--- src/rtl/spi_pkg.sv ---
// spi_pkg: burst FSM state encoding and timing defaults shared with the SPI master engine wrapper.
package spi_pkg;

    typedef enum logic [2:0] {
        S_IDLE,
        S_LOAD,
        S_WAIT_BUSY,
        S_WAIT_DONE,
        S_GAP,
        S_FINISH
    } state_e;

    localparam int TIMEOUT_DEFAULT = 64;
    localparam int GAP_DEFAULT     = 2;

endpackage

--- src/rtl/rr_arbiter.sv ---
// rr_arbiter: combinational round-robin pick starting one past the last winner.
//   req -> pending requests, ptr -> last winner,
//   gnt -> one-hot pick, idx -> pick index, any -> some request pending.
module rr_arbiter #(
    parameter int NUM_REQ = 4,
    parameter int ID_W    = $clog2(NUM_REQ)
) (
    input  logic [NUM_REQ-1:0] req,
    input  logic [ID_W-1:0]    ptr,
    output logic [NUM_REQ-1:0] gnt,
    output logic [ID_W-1:0]    idx,
    output logic               any
);

    logic [ID_W-1:0] j;

    always_comb begin
        gnt = '0;
        idx = '0;
        any = 1'b0;
        j   = '0;
        for (int k = 1; k <= NUM_REQ; k++) begin
            j = ID_W'((int'(ptr) + k) % NUM_REQ);
            if (!any && req[j]) begin
                any    = 1'b1;
                idx    = j;
                gnt[j] = 1'b1;
            end
        end
    end

endmodule

--- src/rtl/spi_burst_arbiter.sv ---
// spi_burst_arbiter: round-robin sharing of one byte-level SPI engine with multi-byte bursts.
//   req/req_len/req_tx  -> per-requester request, burst length-1, current TX byte
//   tx_ack/gnt          <- per-requester byte-consumed pulse and burst grant
//   rx_valid/rx_data/rx_id <- received byte tagged with requester index
//   done/err            <- end-of-burst pulse, err marks a timeout abort
//   eng_start/eng_tx    -> engine handshake; eng_busy/eng_rx <- engine status and data
module spi_burst_arbiter
    import spi_pkg::*;
#(
    parameter int NUM_REQ    = 4,
    parameter int LEN_W      = 4,
    parameter int GAP_CYCLES = GAP_DEFAULT,
    parameter int TIMEOUT    = TIMEOUT_DEFAULT
) (
    input  logic                       clk,
    input  logic                       reset_n,
    input  logic [NUM_REQ-1:0]         req,
    input  logic [NUM_REQ*LEN_W-1:0]   req_len,
    input  logic [NUM_REQ*8-1:0]       req_tx,
    output logic [NUM_REQ-1:0]         tx_ack,
    output logic [NUM_REQ-1:0]         gnt,
    output logic                       rx_valid,
    output logic [7:0]                 rx_data,
    output logic [$clog2(NUM_REQ)-1:0] rx_id,
    output logic                       done,
    output logic                       err,
    output logic                       eng_start,
    output logic [7:0]                 eng_tx,
    input  logic                       eng_busy,
    input  logic [7:0]                 eng_rx
);

    localparam int ID_W  = $clog2(NUM_REQ);
    localparam int WD_W  = $clog2(TIMEOUT + 1);
    localparam int GAP_W = GAP_CYCLES > 1 ? $clog2(GAP_CYCLES) : 1;

    state_e             state_q, state_d;
    logic [NUM_REQ-1:0] gnt_q;
    logic [ID_W-1:0]    ptr_q, win_q, rx_id_q;
    logic [LEN_W-1:0]   len_q, cnt_q;
    logic [WD_W-1:0]    wd_q;
    logic [GAP_W-1:0]   gap_q;
    logic [7:0]         eng_tx_q, rx_data_q;
    logic               rx_valid_q, err_q;

    logic [NUM_REQ-1:0] arb_gnt;
    logic [ID_W-1:0]    arb_idx;
    logic               arb_any;
    logic [7:0]         lane_tx;
    logic [LEN_W-1:0]   lane_len;
    logic               timeout, last_byte;

    rr_arbiter #(.NUM_REQ(NUM_REQ), .ID_W(ID_W)) u_arb (
        .req (req),
        .ptr (ptr_q),
        .gnt (arb_gnt),
        .idx (arb_idx),
        .any (arb_any)
    );

    assign lane_tx   = req_tx[int'(win_q) * 8 +: 8];
    assign lane_len  = req_len[int'(arb_idx) * LEN_W +: LEN_W];
    // Watchdog runs from the start pulse, so the abort lands TIMEOUT cycles after it.
    assign timeout   = wd_q == WD_W'(TIMEOUT - 1);
    assign last_byte = cnt_q == len_q;

    always_ff @(posedge clk or negedge reset_n) begin
        if (!reset_n) begin
            state_q    <= S_IDLE;
            gnt_q      <= '0;
            ptr_q      <= ID_W'(NUM_REQ - 1);
            win_q      <= '0;
            len_q      <= '0;
            cnt_q      <= '0;
            wd_q       <= '0;
            gap_q      <= '0;
            eng_tx_q   <= '0;
            rx_data_q  <= '0;
            rx_id_q    <= '0;
            rx_valid_q <= 1'b0;
            err_q      <= 1'b0;
        end else begin
            state_q    <= state_d;
            rx_valid_q <= 1'b0;
            wd_q       <= (state_q == S_LOAD || state_q == S_WAIT_BUSY) ? wd_q + 1'b1 : '0;
            gap_q      <= state_q == S_GAP ? gap_q + 1'b1 : '0;
            if (state_q == S_IDLE && arb_any) begin
                gnt_q <= arb_gnt;
                ptr_q <= arb_idx;
                win_q <= arb_idx;
                len_q <= lane_len;
                cnt_q <= '0;
            end
            if (state_q == S_LOAD)
                eng_tx_q <= lane_tx;
            if (state_q == S_WAIT_DONE && !eng_busy) begin
                rx_data_q  <= eng_rx;
                rx_id_q    <= win_q;
                rx_valid_q <= 1'b1;
                if (!last_byte)
                    cnt_q <= cnt_q + 1'b1;
            end
            if (state_d == S_FINISH)
                err_q <= state_q == S_WAIT_BUSY;
            if (state_q == S_FINISH)
                gnt_q <= '0;
        end
    end

    always_comb begin
        state_d = state_q;
        case (state_q)
            S_IDLE:      state_d = arb_any ? S_LOAD : S_IDLE;
            S_LOAD:      state_d = S_WAIT_BUSY;
            S_WAIT_BUSY: state_d = eng_busy ? S_WAIT_DONE : (timeout ? S_FINISH : S_WAIT_BUSY);
            S_WAIT_DONE: state_d = eng_busy ? S_WAIT_DONE :
                                   last_byte ? S_FINISH :
                                   (GAP_CYCLES == 0 ? S_LOAD : S_GAP);
            S_GAP:       state_d = gap_q == GAP_W'(GAP_CYCLES - 1) ? S_LOAD : S_GAP;
            default:     state_d = S_IDLE;
        endcase
    end

    // The TX byte goes straight through during LOAD so it is valid with the start pulse,
    // then the captured copy holds it steady while the engine shifts.
    always_comb begin
        eng_start = state_q == S_LOAD;
        tx_ack    = eng_start ? gnt_q : '0;
        eng_tx    = eng_start ? lane_tx : eng_tx_q;
        done      = state_q == S_FINISH;
        err       = done & err_q;
    end

    assign gnt      = gnt_q;
    assign rx_valid = rx_valid_q;
    assign rx_data  = rx_data_q;
    assign rx_id    = rx_id_q;

endmodule

--- config.mk ---
export PLATFORM = sky130hd
export DESIGN_NAME = spi_burst_arbiter
export DESIGN_NICKNAME = d
export VERILOG_FILES = /design/src/rtl/spi_pkg.sv /design/src/rtl/rr_arbiter.sv /design/src/rtl/spi_burst_arbiter.sv
export SDC_FILE = /design/constraint.sdc
export NUM_CORES = 1
export LEC_CHECK = 0
export ABC_CLOCK_PERIOD_IN_PS = 4500
export CORE_MARGIN = 8
export CORE_UTILIZATION = 63
export DETAILED_ROUTE_END_ITERATION = 8
export DONT_BUFFER_PORTS = 1
export PLACE_DENSITY = 0.87
export SLEW_MARGIN = 20
export SYNTH_ARGS = -nofsm -noshare
export SYNTH_HDL_FRONTEND = slang
export SYNTH_SLANG_ARGS = --single-unit
export TNS_END_PERCENT = 50
--- constraint.sdc ---
create_clock -name clk -period 4.5 [get_ports clk]
set_clock_uncertainty 0.1 [all_clocks]
set_input_delay 0.9 -clock clk [delete_from_list [all_inputs] [get_ports clk]]
set_output_delay 0.9 -clock clk [all_outputs]
set_load 0.01 [all_outputs]
* After elaboration in Yosys (flattened, before gate mapping)
Cells that the tools add are included.
Word-level totals: flip-flop bits (word level) 47, word-level logic and storage cells 103, input port bits 63, output and inout port bits 30
Cells by class: $add $sub $neg 7, shift operators 2, multiplexer cells 45, reduce and logical (&&, ||, !) cells 16, equality and inequality tests 8, order comparisons 8, bitwise logic cells 4
Operators with widths (number):
- 2-to-1 mux 4 bit | 10
- indexed part select 32 x 6 -> 8 bit | 1
- 2-to-1 mux 1 bit | 16
- indexed part select 16 x 5 -> 4 bit | 1
- case mux 3 bit (5 select lines) | 1
- less-than comparator 2 x 3 -> 1 bit, second input constant | 4
- 2-to-1 mux 3 bit | 4
- bitwise OR 4 bit | 3
- equality test 3 bit, second input constant | 3
- logical AND 1 bit | 9
- binary-select mux 1 bit (select 2 bit) | 4
- demux 1 bit (select 2 bit) | 4
- >= comparator 2 x 1 -> 1 bit, second input constant | 4
- 2-to-1 mux 2 bit | 4
- 2-to-1 mux 8 bit | 1
- adder 7 x 1 -> 7 bit, second input constant | 1
- equality test 7 x 6 -> 1 bit, second input constant | 1
- 2-to-1 mux 7 bit | 1
- equality test 3 x 2 -> 1 bit, second input constant | 2
- adder 2 x 1 -> 2 bit, second input constant | 2
- adder 2 bit, second input constant | 2
- adder 4 x 1 -> 4 bit, second input constant | 1
- equality test 4 bit | 1
- logical NOT 1 bit | 4
- other kinds (6) | 6

* Longest topological paths before layout
Gate-level depths: netlist of the first run.
depth after elaboration 17, depth in mapped cells 9, mapped depth without buffers 8

* Modules after synthesis
A second synthesis of the first run with hierarchy kept.
Second synthesis, totals: cells, all modules 269, area total of the unflattened synthesis 2925.3 um^2
Modules (own cells, without submodules):
- spi_burst_arbiter | sequential area each 1178.6 um^2, area an instance 2296.0 um^2, times used 1, cells an instance 183
- rr_arbiter | sequential area each 0.0 um^2, area an instance 629.4 um^2, times used 1, cells an instance 86

* Worst setup path before layout of the first run
Ideal clock, no wire load.
path kind register to register, start register ptr_q[0], end register len_q[0], setup time 0.133 ns, arrival time 2.888 ns, path slack 1.379 ns, period minus slack after synthesis 3.121 ns, required time 4.267 ns, cell stages (with the launch flop) 10, path buffers 1, cells stage by stage dfstp_2 > buf_2 > inv_1 > ha_1 > mux4_2 > or3_4 > nor3_2 > nor2_1 > a211oi_1 > o31ai_1
Between the ends: longest elaborated chain between the ends 14, elaborated cells on any way between the ends 28, classes of those cells add/sub (4); shift (1); mux (16); reduce/logical (7)
RTL lines:
- start: declaration | RTL line spi_burst_arbiter.sv:39 | logic [ID_W-1:0] ptr_q, win_q, rx_id_q;
- start signal: assignment | RTL line spi_burst_arbiter.sv:71 | ptr_q <= ID_W'(NUM_REQ - 1);
- start signal: assignment | RTL line spi_burst_arbiter.sv:89 | ptr_q <= arb_idx;
- adder 2 x 1 -> 2 bit | RTL line rr_arbiter.sv:23 | j = ID_W'((int'(ptr) + k) % NUM_REQ);
- binary-select mux 1 bit (select 2 bit) | RTL line rr_arbiter.sv:24 | if (!any && req[j]) begin
- 2-to-1 mux 1 bit (not written as such) | RTL line rr_arbiter.sv:24
- 2-to-1 mux 1 bit | RTL line rr_arbiter.sv:24
- logical NOT 1 bit | RTL line rr_arbiter.sv:24
- logical AND 1 bit | RTL line rr_arbiter.sv:24
- 2-to-1 mux 1 bit | RTL line rr_arbiter.sv:24
- logical NOT 1 bit | RTL line rr_arbiter.sv:24
- logical AND 1 bit | RTL line rr_arbiter.sv:24
- 2-to-1 mux 1 bit | RTL line rr_arbiter.sv:24
- logical NOT 1 bit | RTL line rr_arbiter.sv:24
- logical AND 1 bit | RTL line rr_arbiter.sv:24
- 2-to-1 mux 2 bit / 2-to-1 mux 1 bit (equally long branches) | RTL line rr_arbiter.sv:24
- indexed part select 16 x 5 -> 4 bit / logical AND 1 bit (equally long branches) | RTL line spi_burst_arbiter.sv:62, spi_burst_arbiter.sv:87
- end signal: assignment | RTL line spi_burst_arbiter.sv:91 | len_q <= lane_len;
- end: declaration | RTL line spi_burst_arbiter.sv:40 | logic [LEN_W-1:0] len_q, cnt_q;
Parallel ways exist; a longest one is shown, timed or not. The select of a mux whose other input is x is not followed. A chain may end at the register's enable or synchronous reset.

* Worst setup path after layout of the first run
start register ptr_q[0], end register len_q[1]
Same word-level chain as after synthesis.

==> summary.txt, run 1 <==
STA
  – RSZ-0062 raised after global routing: false
  – Endpoints failing hold: 0
  – Worst slew pin tran: 987.4 ps
  – Crit path time final: 3477 ps
  – Period utilization: 77.27%
  – Max Slew Vio Count: 0
  – Achievable Freq: about 0.29 GHz
  – Setup TNS: 0 ps
  – Slew margin rel.: 33.88%
  – # setup viols final: 0

Cells and area
  – Synth-to-layout area growth: 4.548%
  – # fillers: 321
  – Final #Nets: 309
  – Most common cell after layout, fill and taps aside: dfrtp_1
  – Layout cells sized above 1: 20.76%
  – ANT cells: 0
  – Final Non-Filler Cells: approximately 290
  – Commonest cells after routing, fill and taps aside: 45 x dfrtp_1, 23 x nor2_1, 19 x mux2_2, 12 x mux4_2

Floorplan
  – Die Wd: 81.76 microns
  – Initial Utilization: between 60 and 70%
  – DIE AREA: 6684 sq um
  – Row count: 24
  – Die height: 81.76 microns
  – I/O Pins: 93
  – Core area: 4264 sq um

Clocking
  – Reg clk slew, reported paths: ~80 ps
  – Num CTS Buffers: 5
  – PostCTS Resize Cnt: 0
  – # H-tree levels: 2
  – CTS Sinks: 47
  – Worst-Skew Late Latency: 290 ps
  – Clock Tree Buf Depth: 2
  – CTS tree: yes
  – Clk root buf: clkbuf_8
  – Hold Buf Count CTS: 0
  – Post-CTS Setup Inserts: 0

Power and ir drop
  – Power Dens Cells: 756.9 nW/um^2
  – Leakage power: approximately 1.2 nW
  – Register share of total power: 38.7%
  – Sw power: 0.0009282 W
  – VDD IR-drop max: 462.3 uV
  – Power share of the clock group: 11.7%
  – Internal power: 0.001227 W
  – Switching share of total power: 43.06%
  – Comb pwr share: 49.6%

Critical path
  – Crit path max fanout: 17
  – Crit path DAT: about 3500 ps
  – Max stage delay on crit path: 760 ps
  – RR Startpoint: ptr_q[0]
  – Critical path, cell by cell: inv_1 -> ha_1 -> mux4_2 -> and2b_1 -> o21ai_2 -> nand2_1 -> a211oi_1 -> o31ai_1
  – Worst endpoint required time: 4560 ps
  – Startpoint Class: flip-flop
  – Worst Path Buf+Inv: 1
  – Worst R2R End: len_q[1]
  – Worst setup EP type: flip-flop
  – Critical path's top delay family: flip-flops
  – Reg2Reg Depth: 8
  – CP Class: flip-flop to flip-flop
  – Worst setup endpoint: len_q[1]
  – R2R Setup Slk: 1020 ps
  – Levels on crit path: 8
  – Crit path from: ptr_q[0]
  – Slowest-stage cell, CP: dfstp_2

Routing
  – Via count: ~1900
  – Via-per-instance ratio: 6.625
  – DR pass1 iterations: 4
  – Iteration-0 DRC count of the detailed router: 68
  – Routed len/inst: 20.44 microns
  – Antenna-violating nets left: 0
  – DR DRC count: 0
  – Post-Route WL: 5886 microns

Global routing
  – Vias in the first global route: between 1500 and 2000
  – Initial antenna violation count: 0
  – Pin count of the biggest net entering global routing: between 40 and 50
  – First-pass GRT wire length: 9390 microns
  – Gr usage total: approximately 18%
  – Grt total ovfl: 0

Synthesis
  – Cell area after synthesis: 2724 sq um
  – Ys flop type: dfrtp_1
  – Gate Count Post-Synth: between 200 and 250
  – Async SR Flop Fraction: 100.0%
  – Seq/Total Area, Yosys: a little over two fifths
  – Netlist cell types: 48
  – Number of flops mapped to enable cells by yosys: 0
  – Average size of a mapped cell: 11.44 sq um
  – Syn nets: roughly 310
  – Flop and latch count out of synthesis: 47
  – Ys Warns: 0

Status
  – Status: complete, no violations

Place
  – Inst Count DP: 281
  – Port bufs: 0
  – Final HPWL DP: 4527 microns
  – GP Congestion: 0.8794

Job
  – Max_cap viols: 0

Min path
  – Worst hold path type: input port to async pin
Yosys cell counts (all sizes together) (2+ instances only):
cell type / count / area share [%]
a211oi: 10 / 2.8
a221oi: 4 / 1.3
a22oi: 4 / 1.1
and2: 4 / 0.92
and3: 9 / 2.1
buf: 3 / 0.60
clkbuf: 6 / 0.83
dfrtp: 45 / 41
dfstp: 2 / 1.9
ha: 10 / 4.6
inv: 6 / 0.83
mux2: 19 / 7.9
mux2i: 2 / 0.73
mux4: 12 / 9.9
nand2: 10 / 1.4
nand2b: 4 / 0.92
nand3: 8 / 1.5
nor2: 23 / 3.2
nor2b: 4 / 0.92
nor3: 3 / 0.73
nor3b: 2 / 0.55
nor4: 2 / 0.46
o211ai: 3 / 1.5
o21a: 3 / 0.83
o21ai: 10 / 2.4
o21bai: 2 / 0.55
o31ai: 4 / 1.1
xnor2: 3 / 0.96
xor2: 10 / 3.2
worst min path at each step:
stage	to	start	slack, ps
after floorplan	gap_q	gap_q	320
after global routing	rx_data[0]	reset_n	170
final	eng_tx_q[1]	reset_n	190
after detailed placement	gap_q	gap_q	340
after CTS	err_q	reset_n	180
after global placement	gap_q	gap_q	340
routing by layer:
metal / global-route usage [%] / vias to the layer above / share of wire (%) / wire length, microns
met1: 20.62 / 949 / 40 / 2364
met3: 5.361 / 9 / 10 / 599
li1: - / 873 / - / -
met5: 0 / - / 0 / 0
met2: 30.54 / 77 / 48 / 2828
met4: 8.070 / 0 / 1.6 / 93
sequential cells by signal (all words and copies together), names as in the netlist:
signal    cells
err_q         1
len_q         4
rx_valid      1
rx_id         2
rx_data       8
cnt_q         4
eng_tx_q      8
state_q       3
wd_q          7
gnt           4
win_q         2
ptr_q         2
gap_q         1
worst register-to-register path: stages, from the launching register on:
cell	delay, ps
dfstp_2	760
inv_1	200
ha_1	450
mux4_2	580
and2b_1	250
o21ai_2	330
nand2_1	240
a211oi_1	340
o31ai_1	90
cells by family after synthesis:
group	synth area share, %
adders and majority gates	4.593
and+or+nand+nor	14.33
xor gates and xnor gates	4.180
DFF	43.27
AOI/OAI and AO/OA	12.86
muxes	18.51
buffers and inverters	2.250
metrics by stage:
stage | total power [W] | setup WS (ps) | util, % | instance area (sq um) | hold slack, ps
floorplan | 0.001711 | 1379 | - | 2724 | 318.1
global placement | 0.001866 | 1184 | 64.73 | 2760 | 342.3
detailed placement | 0.001918 | 1058 | 64.73 | 2760 | 342.0
CTS | 0.002170 | 1041 | 66.78 | 2848 | 183.7
global route | 0.002333 | 775.3 | 66.78 | 2848 | 173.0
finish | 0.002156 | 1023 | 66.78 | 2848 | 191.4
power by group through the flow:
stage,sequential [W],clock (W),combinational (W)
2_1_floorplan,0.000728,0,0.000983
3_3_place_gp,0.000831,0,0.00104
3_5_place_dp,0.000847,0,0.00107
4_1_cts,0.000838,0.000258,0.00107
5_1_grt,0.000869,0.000272,0.00119
6_report,0.000835,0.000251,0.00107
area by class of cell:
| class | instances | area (sq um) | area share, % |
|---|---|---|---|
| sequential | 47 | 1179 | 41.39 |
| inverter | 6 | 22.52 | 0.7909 |
| multi-input combinational | 176 | 1494 | 52.46 |
| clock inverter | 1 | 5.005 | 0.1757 |
| tap | 52 | 65.06 | 2.285 |
| clock buffer | 6 | 82.58 | 2.900 |
No activity file was read; power rests on OpenSTA's default activity.
==> run 2: changes to the inputs <==
--- a/config.mk
+++ b/config.mk
@@ -5,12 +5,12 @@
 export SDC_FILE = /design/constraint.sdc
 export NUM_CORES = 1
 export LEC_CHECK = 0
-export ABC_CLOCK_PERIOD_IN_PS = 4500
+export ABC_CLOCK_PERIOD_IN_PS = 2950
 export CORE_MARGIN = 8
-export CORE_UTILIZATION = 63
+export CORE_UTILIZATION = 57
 export DETAILED_ROUTE_END_ITERATION = 8
 export DONT_BUFFER_PORTS = 1
-export PLACE_DENSITY = 0.87
+export PLACE_DENSITY = 0.83
 export SLEW_MARGIN = 20
 export SYNTH_ARGS = -nofsm -noshare
 export SYNTH_HDL_FRONTEND = slang
==> constraint.sdc (replaced) <==
create_clock -name clk -period 2.95 [get_ports clk]
set_clock_uncertainty 0.1 [all_clocks]
set_input_delay 0.59 -clock clk [delete_from_list [all_inputs] [get_ports clk]]
set_output_delay 0.59 -clock clk [all_outputs]
set_load 0.01 [all_outputs]
==> run 2 against run 1 <==
Effect of this change: worst hold slack lost 170 ps; cell count rose by 5.9%; sequential power rose by 46%; critical endpoint is now len_q[2]; highest routed layer unchanged.
==> summary.txt, run 2 (synthesized netlist as in run 1, its figures left out) <==
Status
  – Status: complete, no violations

Power and ir drop
  – VDD IR-drop max: 685.2 uV (+48%)
  – Power Dens Cells: 1202 nW/um^2 (+59%)
  – Tot Pwr: 0.003680 W (+71%)
  – Leakage power: 1.300 nW (+7.4%)

Global routing
  – Vias in the first global route: 1917 (-2.0%)
  – M3 GR Usage: 4.344% (-1.0 points)
  – Met1 Usage GRT: 20.50% (-0.11 points)
  – GRT Max-Usage Layer: met2
  – Pin count of the biggest net entering global routing: 46 (-4.2%)
  – Grt total ovfl: 0 (unchanged)
  – First-pass GRT wire length: 9818 microns (+4.6%)
  – Gr usage total: 16.68% (-1.4 points)
  – Initial antenna violation count: 0 (unchanged)
  – GRT met2 Usage: 27.77% (-2.8 points)

Critical path
  – Worst setup EP type: flip-flop
  – CP Class: flip-flop to flip-flop
  – Reg2Reg Depth: 8 (unchanged)
  – Startpoint Class: flip-flop
  – Crit path from: ptr_q[0]
  – Worst R2R End: len_q[2]
  – Crit path max fanout: 6 (-11)
  – Max stage delay on crit path: 560 ps (-200 ps)
  – Crit path DAT: 2950 ps (-590 ps)
  – Slowest-stage cell, CP: dfstp_2
  – R2R Setup Slk: 100 ps (-930 ps)
  – Worst setup endpoint: len_q[2]
  – RR Startpoint: ptr_q[0]
  – Critical path, cell by cell: clkinvlp_4 -> ha_4 -> mux4_2 -> or3_4 -> nor3_4 -> nor2_2 -> a211oi_2 -> o31ai_1
  – Worst endpoint required time: 3040 ps (-1520 ps)

Routing
  – Via-per-instance ratio: 6.295 (-5.0%)
  – Antenna-violating nets left: 0 (unchanged)
  – Iteration-0 DRC count of the detailed router: 89 (+31%)
  – Post-Route WL: 6057 microns (+2.9%)
  – Via count: 1920 (+0.63%)
  – DR pass1 iterations: 4 (unchanged)
  – DR DRC count: 0 (unchanged)
  – Routed len/inst: 19.86 microns (-2.8%)

Clocking
  – Num CTS Buffers: 5 (unchanged)
  – # H-tree levels: 2 (unchanged)
  – CTS tree: yes
  – Reg clk slew, reported paths: 90 ps (about the same)
  – Worst-Skew Late Latency: 300 ps (about the same)
  – CTS Sinks: 47 (unchanged)
  – Clk root buf: clkbuf_8
  – Clock Tree Buf Depth: 2 (unchanged)

Place
  – Dpl cell area: 2828 sq um (+2.4%)
  – Port bufs: 0 (unchanged)
  – Final HPWL DP: 4580 microns (+1.2%)
  – GP Congestion: 0.7973 (-9.3%)
  – Inst Count DP: 290 (+3.2%)
  – Post-Place Worst Slack: -31.02 ps (-1089 ps)

STA
  – Endpoints failing hold: 0 (unchanged)
  – Max Slew Vio Count: 0 (unchanged)
  – Slew margin rel.: 61.96% (+28 points)
  – Crit path time final: 2853 ps (-623.7 ps)
  – # setup viols final: 0 (unchanged)
  – Worst slew pin tran: 566.2 ps (-421.2 ps)
  – Period utilization: 96.73% (+19 points)
  – Post-route setup slack: 96.55 ps (-926.3 ps)
  – Achievable Freq: 0.3505 GHz (+22%)
  – Setup TNS: 0 ps (unchanged)

Min path
  – Worst hold path type: input port to async pin

Floorplan
  – Initial Utilization: 58.44% (-5.4 points)
  – DIE AREA: 7247 sq um (+8.4%)
  – Die Wd: 85.13 microns (+4.1%)
  – Die height: 85.13 microns (+4.1%)
  – I/O Pins: 93 (unchanged)
  – Core area: 4661 sq um (+9.3%)
  – Row count: 25 (+4.2%)

Cells and area
  – Design Area, Final: 3063 sq um (+7.6%)
  – Commonest cells after routing, fill and taps aside: 45 x dfrtp_1, 22 x nor2_1, 19 x mux2_2, 13 x buf_4, 12 x mux4_2
  – Final Non-Filler Cells: 305 (+5.9%)
  – Layout cells sized above 1: 29.08% (+8.3 points)
  – Final #Nets: 323 (+4.5%)
  – Synth-to-layout area growth: 12.45%
  – ANT cells: 0 (unchanged)
  – Most common cell after layout, fill and taps aside: dfrtp_1

Job
  – Max_cap viols: 0 (unchanged)
[run 2: worst max-delay path, delay by kind of cell (launching register included)]
kind            cells  cell delay [ps]
buf+inv             1              120
compound gates      2              320
simple gates        3              780
mux                 1              550
fa+ha+maj           1              320
flops               1              560
[run 2: stage by stage]
stage | utilization, % | hold WS, ps
6_report | 65.72 | 23.58
3_3_place_gp | 60.67 | 195.9
2_1_floorplan | - | 194.4
5_1_grt | 65.72 | 2.550
4_1_cts | 63.92 | 7.006
3_5_place_dp | 60.67 | 195.7
[run 2: worst min path at each step]
stage | from | endpoint | slack (ps) | cells after the start
detailed placement | reset_n | eng_tx_q[7] | 200 | 0
floorplan | reset_n | cnt_q[0] | 190 | 0
global route | reset_n | ptr_q[0] | 3 | 0
finish | reset_n | ptr_q[0] | 20 | 0
global placement | reset_n | eng_tx_q[7] | 200 | 0
CTS | reset_n | ptr_q[0] | 7 | 0
[run 2: layer usage]
metal	wire length, microns	share of wire (%)
met5	0	0
met3	462	7.6
met2	2986	49
met4	63	1.0
met1	2545	42
[run 2: what timing repair did]
| item | in CTS | in global routing |
|---|---|---|
| pin swaps | 0 | 3 |
| setup buffers | 0 | 6 |
| hold endpoints to repair | 45 | 0 |
| endpoints found under the setup margin | 4 | 6 |
| gates resized for setup | 1 | 10 |
| hold buffers | 1 | 0 |
[run 2: area by class of cell]
class                      instances  area, sq um
clock buffer                       5        68.82
tap                               54        67.56
inverter                           6        26.28
clock inverter                     3        47.55
timing repair buffer              14        125.1
fill                             355         1598
multi-input combinational        176         1549
sequential                        47         1179
[run 2: where the power goes]
group          switching (W)  internal [W]
registers           0.000298      0.000919
logic                0.00102      0.000954
clock network       0.000227      0.000257
==> run 3: changes to the inputs <==
--- a/config.mk
+++ b/config.mk
@@ -6,6 +6,7 @@
 export NUM_CORES = 1
 export LEC_CHECK = 0
 export ABC_CLOCK_PERIOD_IN_PS = 2950
+export CORE_ASPECT_RATIO = 0.6
 export CORE_MARGIN = 8
 export CORE_UTILIZATION = 57
 export DETAILED_ROUTE_END_ITERATION = 8
==> run 3 against run 2 <==
Effect of this change: critical path depth did not move; clock-buffer cell count rose by 1; sequential share of layout area rose by 0.54 points; cell count rose by 2.0%; utilization rose by 0.11 points; total power fell by 1.7%; first-iteration DRC count did not move; flip-flop and latch count did not move; via count rose by 1.5%; wire length rose by 5.4%; setup slack got worse by 6.2 ps; combinational power fell by 4%; highest routed layer unchanged.
==> summary.txt, run 3 (synthesized netlist as in run 1, its figures left out) <==
STA
  – Period utilization: 96.94% (+0.21 points)
  – Worst slew pin tran: 524.1 ps (-42.13 ps)
  – Max Slew Vio Count: 0 (unchanged)
  – Crit path time final: 2860 ps (+6.210 ps)
  – Achievable Freq: 0.3497 GHz (-0.22%)
  – # setup viols final: 0 (unchanged)
  – Slew margin rel.: 64.79% (+2.8 points)
  – Final Hold Slack: 11.55 ps (-12.03 ps)
  – Endpoints failing hold: 0 (unchanged)
  – RSZ-0062 raised after global routing: true
  – Setup TNS: 0 ps (unchanged)

Power and ir drop
  – VDD IR-drop max: 706.3 uV (+3.1%)
  – Power share of the clock group: 13.9% (+0.7 points)
  – Leakage power: 1.288 nW (-0.97%)
  – Internal power: 0.002087 W (-2.0%)
  – Comb pwr share: 52.4% (-1.4 points)
  – Switching share of total power: 42.32% (+0.21 points)
  – Sw power: 0.001531 W (-1.2%)
  – Register share of total power: 33.7% (+0.6 points)
  – Tot Pwr: 0.003618 W (-1.7%)
  – Power Dens Cells: 1198 nW/um^2 (-0.30%)

Global routing
  – Pin count of the biggest net entering global routing: 46 (unchanged)
  – Gr usage total: 17.47% (+0.79 points)
  – Grt total ovfl: 0 (unchanged)
  – Vias in the first global route: 2018 (+5.3%)
  – First-pass GRT wire length: 10410 microns (+6.0%)
  – Initial antenna violation count: 0 (unchanged)

Critical path
  – Startpoint Class: flip-flop
  – CP Class: flip-flop to flip-flop
  – Reg2Reg Depth: 8 (unchanged)
  – Crit path DAT: 2960 ps (about the same)
  – Crit path max fanout: 6 (unchanged)
  – R2R Setup Slk: 90 ps (about the same)
  – Worst endpoint required time: 3050 ps (about the same)
  – Worst R2R End: len_q[1]
  – RR Startpoint: ptr_q[0]
  – Worst setup EP type: flip-flop

Place
  – Final HPWL DP: 4899 microns (+7.0%)
  – GP Congestion: 0.7880 (-1.2%)
  – Port bufs: 0 (unchanged)

Clocking
  – Num CTS Buffers: 5 (unchanged)
  – CTS tree: yes
  – Clock Tree Buf Depth: 2 (unchanged)
  – Clk root buf: clkbuf_8
  – CTS Sinks: 47 (unchanged)
  – # H-tree levels: 2 (unchanged)
  – Worst-Skew Late Latency: 310 ps (about the same)
  – Reg clk slew, reported paths: 90 ps (about the same)

Floorplan
  – Initial Utilization: 59.37% (+0.92 points)
  – Die height: 69.55 microns (-18%)
  – I/O Pins: 93 (unchanged)
  – DIE AREA: 7319 sq um (+1.0%)
  – Die Wd: 105.2 microns (+24%)
  – Core area: 4588 sq um (-1.6%)
  – Row count: 19 (-24%)

Cells and area
  – Storage element area: 1179 sq um (unchanged)
  – Final #Nets: 320 (-0.93%)
  – Layout cells sized above 1: 26.21% (-2.9 points)
  – Commonest cells after routing, fill and taps aside: 45 x dfrtp_1, 22 x nor2_1, 19 x mux2_2, 12 x mux4_2
  – Synth-to-layout area growth: 10.89%
  – # fillers: 341 (-3.9%)
  – Multi-input logic area: 1516 sq um (-2.1%)
  – ANT cells: 0 (unchanged)
  – Most common cell after layout, fill and taps aside: dfrtp_1

Routing
  – Iteration-0 DRC count of the detailed router: 89 (unchanged)
  – Antenna-violating nets left: 0 (unchanged)
  – Routed len/inst: 20.52 microns (+3.3%)
  – DR pass1 iterations: 4 (unchanged)
  – DR DRC count: 0 (unchanged)
  – Post-Route WL: 6383 microns (+5.4%)
  – Via count: 1949 (+1.5%)
  – Via-per-instance ratio: 6.267 (-0.45%)

Job
  – Max_cap viols: 0 (unchanged)

Min path
  – Worst hold path type: input port to async pin

Status
  – Status: complete, no violations
-- run 3: cell types whose count changed in the layout (fill, tap and decap cells not counted), sizes merged --
cell / delta
buf: -3
clkbuf: +1
inv: +1
clkinvlp: -1
clkinv: -1
-- run 3: per-layer routing --
metal | up-vias | share of wire (%) | global-route usage [%]
li1 | 898 | - | -
met4 | 0 | 1.3 | 6.132
met3 | 7 | 8.9 | 7.050
met5 | - | 0 | 0
met2 | 75 | 46 | 26.06
met1 | 969 | 44 | 22.34
-- run 3: power by group through the flow --
| stage | registers [W] | clock network [W] | logic (W) |
|---|---|---|---|
| 4_1_cts | 0.00123 | 0.000514 | 0.00187 |
| 3_5_place_dp | 0.00124 | 0 | 0.00184 |
| 5_1_grt | 0.00126 | 0.000539 | 0.00209 |
| 2_1_floorplan | 0.00111 | 0 | 0.00153 |
| 3_3_place_gp | 0.00123 | 0 | 0.00177 |
| 6_report | 0.00122 | 0.000504 | 0.00190 |
-- run 3: stage by stage --
step	std cells	utilization (%)	area (sq um)	worst slack (ps)
2_1_floorplan	238	-	2743	0.6786
3_3_place_gp	301	62.20	2854	142.0
3_5_place_dp	301	62.20	2854	0.5207
4_1_cts	310	65.56	3008	32.95
5_1_grt	311	65.83	3020	-6.168
6_report	311	65.83	3020	90.34
-- run 3: final cells by class --
cell class	instances	area share, %
multi-input cells	176	50.21
flip-flops and latches	47	39.02
repair buffers	11	3.397
clock buffers	6	2.734
well taps	63	2.610
clock inverters	2	1.284
inverters	6	0.7456
-- run 3: worst max-delay path by stage --
stage	endpoint	start	cells past startpoint	slack [ps]
6_report	len_q[1]	ptr_q[0]	8	90
5_1_grt	len_q[1]	ptr_q[0]	8	-6
4_1_cts	len_q[0]	ptr_q[1]	8	30
3_5_place_dp	len_q[0]	ptr_q[1]	8	0.5
3_3_place_gp	len_q[1]	ptr_q[1]	8	140
2_1_floorplan	len_q[0]	ptr_q[0]	9	0.7
-- run 3: what timing repair did --
action,4_1_cts,5_1_grt
hold buffers,1,0
setup buffers,0,1
pin swaps,0,1
endpoints found under the setup margin,1,4
resized for setup,1,2
endpoints found under the hold margin,45,0
gates cloned,0,0
-- run 3: worst max-delay path, stage by stage, from the launching register on --
cell and delay [ps]:
dfstp_2 540, inv_1 120, ha_4 340, mux4_2 550, or3_4 450, nor3_2 200, nor2_2 110, a211oi_1 250
o31ai_1 100
